File: config.mk
export PLATFORM = sky130hd
export DESIGN_NAME = tern_seq_ctrl
export DESIGN_NICKNAME = d
export VERILOG_FILES = /design/src/rtl/tern_pkg.sv /design/src/rtl/tern_seq_ctrl.sv
export SDC_FILE = /design/constraint.sdc
export NUM_CORES = 1
export LEC_CHECK = 0
export CORE_MARGIN = 3
export CORE_UTILIZATION = 40
export CTS_CLUSTER_DIAMETER = 120
export CTS_CLUSTER_SIZE = 40
export DETAILED_ROUTE_END_ITERATION = 16
export GPL_ROUTABILITY_DRIVEN = 0
export PLACE_DENSITY = 0.72
export SETUP_SLACK_MARGIN = 0.5
export SYNTH_ARGS = -nofsm -noshare
export SYNTH_HDL_FRONTEND = slang
export SYNTH_SLANG_ARGS = --single-unit
File: constraint.sdc
create_clock -name clk -period 1.5 [get_ports clk]
set_input_delay 0.45 -clock clk [delete_from_list [all_inputs] [get_ports clk]]
set_output_delay 0.45 -clock clk [all_outputs]
set_load 0.02 [all_outputs]
File: src/rtl/tern_pkg.sv
// Shared types and field positions for the ternary MAC phase sequencer and its loader.
// Latency: none (declarations only).
// Backpressure: n/a.
package tern_pkg;

  // Size limits of the ternary MAC array
  localparam int MAX_IN_LEN  = 16;
  localparam int MAX_OUT_LEN = 8;

  // cfg_param layout: {in_len-1, out_len-1}
  localparam int CFG_W       = 7;
  localparam int CFG_IN_MSB  = 6;
  localparam int CFG_IN_LSB  = 3;
  localparam int CFG_OUT_MSB = 2;
  localparam int CFG_OUT_LSB = 0;

  // Sticky error flag positions
  localparam int ERR_ABORT = 0;
  localparam int ERR_NOWGT = 1;

  typedef enum logic [2:0] {
    S_IDLE   = 3'd0,
    S_LOAD   = 3'd1,
    S_SETTLE = 3'd2,
    S_READY  = 3'd3,
    S_RUN    = 3'd4,
    S_MAC    = 3'd5,
    S_SERIAL = 3'd6
  } state_t;

endpackage

File: src/rtl/tern_seq_ctrl.sv
// Phase sequencer: weight load window (2 cycles/column) + settle, then accept/MAC/serialise per vector.
// Latency: vector handshake at edge t -> mac_en in cycle t+1 -> first output beat in cycle t+2.
// Backpressure: in_valid/in_ready on input, out_valid/out_ready per column; ena=0 freezes (aborts in LOAD).
module tern_seq_ctrl
  import tern_pkg::*;
(
  input  logic                          clk,
  input  logic                          rst_n,
  input  logic                          ena,
  input  logic [CFG_W-1:0]              cfg_param,
  input  logic                          start_load,
  input  logic                          start_run,
  input  logic                          stop,
  input  logic                          in_valid,
  output logic                          in_ready,
  output logic                          load_ena,
  output logic [CFG_W-1:0]              load_param,
  output logic                          weights_valid,
  output logic                          mac_en,
  output logic                          out_valid,
  input  logic                          out_ready,
  output logic [$clog2(MAX_OUT_LEN)-1:0] out_sel,
  output logic                          out_last,
  output logic                          busy,
  output logic [1:0]                    err,
  output logic [2:0]                    state_o
);

  localparam int OB  = $clog2(MAX_OUT_LEN);
  localparam int LCW = $clog2(2 * MAX_OUT_LEN);

  state_t          state;
  logic [LCW-1:0]  load_cnt;
  logic [OB-1:0]   out_idx;
  logic            stop_pending;

  logic [OB-1:0]   n_m1;       // out_len-1 from the latched config
  logic [LCW-1:0]  load_last;  // 2N-1: final cycle of the load window
  logic            in_hs;
  logic            out_hs;
  logic            beat_last;

  assign n_m1      = OB'(load_param[CFG_OUT_MSB:CFG_OUT_LSB]);
  assign load_last = LCW'({n_m1, 1'b1});
  assign beat_last = (out_idx == n_m1);

  // Strobes are qualified by ena so a deselected block shows no activity.
  assign load_ena      = (state == S_LOAD) && ena;
  assign in_ready      = (state == S_RUN) && ena;
  assign mac_en        = (state == S_MAC) && ena;
  assign out_valid     = (state == S_SERIAL) && ena;
  assign out_sel       = (state == S_SERIAL) ? out_idx : '0;
  assign out_last      = (state == S_SERIAL) && beat_last;
  assign weights_valid = (state == S_READY) || (state == S_RUN) ||
                         (state == S_MAC)   || (state == S_SERIAL);
  assign busy          = (state != S_IDLE) && (state != S_READY);
  assign state_o       = state;

  assign in_hs  = in_valid && in_ready;
  assign out_hs = out_valid && out_ready;

  // Phase FSM with the load-window and output-column counters.
  always_ff @(posedge clk) begin
    if (!rst_n) begin
      state        <= S_IDLE;
      load_param   <= '0;
      load_cnt     <= '0;
      out_idx      <= '0;
      stop_pending <= 1'b0;
      err          <= 2'b00;
    end else begin
      // A stop arriving while a vector is in flight is remembered even when frozen.
      if (((state == S_MAC) || (state == S_SERIAL)) && stop)
        stop_pending <= 1'b1;

      case (state)
        S_IDLE: begin
          if (ena) begin
            if (start_load) begin
              load_param <= cfg_param;
              load_cnt   <= '0;
              state      <= S_LOAD;
            end else if (start_run) begin
              err[ERR_NOWGT] <= 1'b1;
            end
          end
        end

        S_LOAD: begin
          if (!ena) begin
            // Loader restarts at column 0 on re-enable, so the partial load is void.
            err[ERR_ABORT] <= 1'b1;
            load_cnt       <= '0;
            state          <= S_IDLE;
          end else if (load_cnt == load_last) begin
            state <= S_SETTLE;
          end else begin
            load_cnt <= load_cnt + 1'b1;
          end
        end

        S_SETTLE: begin
          if (ena)
            state <= S_READY;
        end

        S_READY: begin
          if (ena) begin
            if (start_load) begin
              load_param <= cfg_param;
              load_cnt   <= '0;
              state      <= S_LOAD;
            end else if (start_run) begin
              state <= S_RUN;
            end
          end
        end

        S_RUN: begin
          if (in_hs) begin
            if (stop)
              stop_pending <= 1'b1;
            state <= S_MAC;
          end else if (ena && stop) begin
            state <= S_READY;
          end
        end

        S_MAC: begin
          if (ena) begin
            out_idx <= '0;
            state   <= S_SERIAL;
          end
        end

        S_SERIAL: begin
          if (out_hs) begin
            if (beat_last) begin
              out_idx <= '0;
              if (stop_pending || stop) begin
                stop_pending <= 1'b0;
                state        <= S_READY;
              end else begin
                state <= S_RUN;
              end
            end else begin
              out_idx <= out_idx + 1'b1;
            end
          end
        end

        default: state <= S_IDLE;
      endcase
    end
  end

endmodule

==> qor.txt <==
Status - finished, violations left
Failing checks - negative setup slack
Max incr delay on CP - 0.39 ns
GRT Residual Overflow - 0
Sw Ratio - 39.5%
Clock power share - 8.3%
Peak fanout along the critical path - 6
Worst Hold Margin - 0.512 ns
Nets - 261
Critical path's slowest cell - dfxtp_4
Setup Skew - 0.00724 ns
Worst setup SP type - flip-flop
Syn. warnings - 0
Root Buffer - clkbuf_4
Post-synth EDFFs - 0
Largest net degree at the start of global routing - 13
FF-to-FF Start - load_param[0]
Area growth syn-to-layout - 94.9%
Worst reg2reg setup slack - -0.24 ns
RSZ-0062 raised after global routing - true
Worst-skew pair later-pin latency - 0.30 ns
Cell Pwr Density - 1270 nW/um2
Syn nets - 168
CP arrival - 1.32 ns
Tot GR Track Use - 23.4%
Max_slew headroom - 74.4%
Antenna violations before repair - 0
Crit path required time - 1.05 ns
Yosys top cell area share - 30.8%
Top delay family on crit path - flip-flops
Fmax - 566 MHz
Drt pass-1 iters - 4
Die Y-Extent - 63.0 um
Maximum buffer depth of the clock tree - 2
Num rows - 20
DRT Wirelength - 4700 um
Pleak - 1.07 nW
Design Area, Final - 2540 um2
Ranking of synthesized cells by area - dfxtp_1 31%, mux2i_1 8.5%, nor2b_1 6.7%
Non-Filler Instances - 287
Mapped Area - 1300 um2
Synth Register Bits - 20
CTS buffer count - 3
Critical path class - reg2out
Residual DRC - 0
Most frequent cell after synthesis - dfxtp_1
Worst VDD drop - 0.000731 V
Input/output buffers - 36
Top-Level Pins - 37
Buf/Inv on CP - 1
Pins Over Slew Limit - 0
Antenna cells - 0
Initial cell density of the core - 42.3%
Max_cap viols - 0
1st-iter DRT viols - 113
HPWL after detailed placement - 2890 um
P_int - 0.00194 W
Number of distinct library cells after synthesis - 43
Synthesized instance count - 151
Flop pwr share - 23.4%
Top_reg_cell synth - dfxtp_1
Crit path to - busy
Average size of a mapped cell - 8.62 um2
Share of layout cells above drive strength 1 - 58.8%
Area leader, netlist - dfxtp_1
Worst Tran Pin Value - 0.383 ns
Vias - 1549
Critical path depth in cells - 3
Final hold vios - 0
Die X - 63.0 um
Final ANT Viol Nets - 0
Hold Path Class - reg2reg
Vias per inst - 5.40
Clock tree from TritonCTS - done
Comb power frac - 68.3%
Tcrit/Tclk final - 118%
Post-layout min period - 1.77 ns
Die ar. - 3970 um2
Setup violators final - 26
Crit path capture type - output port
DR WL/cell - 16.4 um
Crit-path cells - or2_4 > a21o_4 > buf_6
Final Power - 0.00321 W
Clock Sinks - 20
Placed cell area - 2060 um2
Switching power - 0.00127 W
Ys async rst share - 0%
Dpl cells - 257
Setup WS post-layout - -0.267 ns
Vias in the first global route - 1588
Setup_tns - -4.46 ns
Worst-path clk slew - 0.12 ns
H-tree level count - 1
Global-route wire length before repair - 7370 um
Commonest cells post-synth - 20 x dfxtp_1, 14 x nor2b_1, 11 x mux2i_1
Worst Setup SP - state_o[0]
Sequential area share after synthesis - 30.8%
FF-to-FF path depth - 7
Core area - 3080 um2
Critical R2R Capture - state_o[1]
==> cell families after synthesis <==
kind of cell	synth area share (%)
mux	8.46
simple gates	30.6
xor+xnor	4.71
fa+ha+maj	2.79
compound gates	18.9
flops	30.8
buf+inv	3.75
==> worst register-to-register path, cell delays in order (launching register included) <==
cell and delay (ns):
dfxtp_4 0.38, buf_6 0.13, xnor2_1 0.26, and4_4 0.30, o21ai_2 0.08, nor3_2 0.18, buf_4 0.16, mux2i_1 0.18
==> flip-flops by register name (all words and copies together), names as in the netlist <==
signal / count
load_param: 7
load_cnt: 4
out_idx: 3
state_o: 3
err: 2
stop_pending: 1
==> timing repair <==
action,in CTS,in global routing
pin swaps,31,17
gates resized for setup,180,18
endpoints found under the setup margin,42,42
hold buffers,0,0
buffers inserted,18,8
==> per-stage QoR <==
step                setup slack [ns]  utilization (%)
floorplan                     0.0247                -
global placement              -0.865             66.9
detailed placement            -0.909             66.9
CTS                           -0.255             78.0
global route                  -0.302             82.4
finish                        -0.267             82.4
==> layer usage <==
layer	track usage (%)	vias to the layer above	part of all wire, %
met4	11.0	0	2.0
met2	42.4	60	54
met5	0	-	0
met1	26.0	751	39
met3	4.14	11	5.0
li1	-	727	-
==> worst min-delay path by stage <==
stage | start | to | cells after the start
6_report | err[0] | err[0] | 1
5_1_grt | err[0] | err[0] | 1
4_1_cts | err[0] | err[0] | 1
3_5_place_dp | err[0] | err[0] | 1
3_3_place_gp | err[0] | err[0] | 1
2_1_floorplan | out_idx[2] | out_idx[2] | 2
==> layout by cell type (no fill, tap or decap), types with 5 or more instances in the layout <==
master	instances
buf_6	46
buf_4	36
nor2b_1	12
mux2i_1	11
clkdlybuf4s50_1	10
dfxtp_2	9
nand2_1	8
dfxtp_4	6
o21ai_1	5
dfxtp_1	5
==> cell type report <==
type	instances	area (um2)
Multi-Input combinational cell	120	1090
Inverter	3	11.3
Clock buffer	3	22.5
Clock inverter	1	3.75
Fill cell	174	542
Timing Repair Buffer	96	923
Tap cell	44	55.1
Sequential cell	20	434
==> power by group through the flow <==
stage          Sequential (W)  Clock, W  Combinational (W)
2_1_floorplan        0.000793         0           0.000872
3_3_place_gp         0.000750         0            0.00149
3_5_place_dp         0.000755         0            0.00152
4_1_cts              0.000740  0.000284            0.00194
5_1_grt              0.000764  0.000298            0.00233
6_report             0.000753  0.000267            0.00219
(Power assumes the default switching activity.)
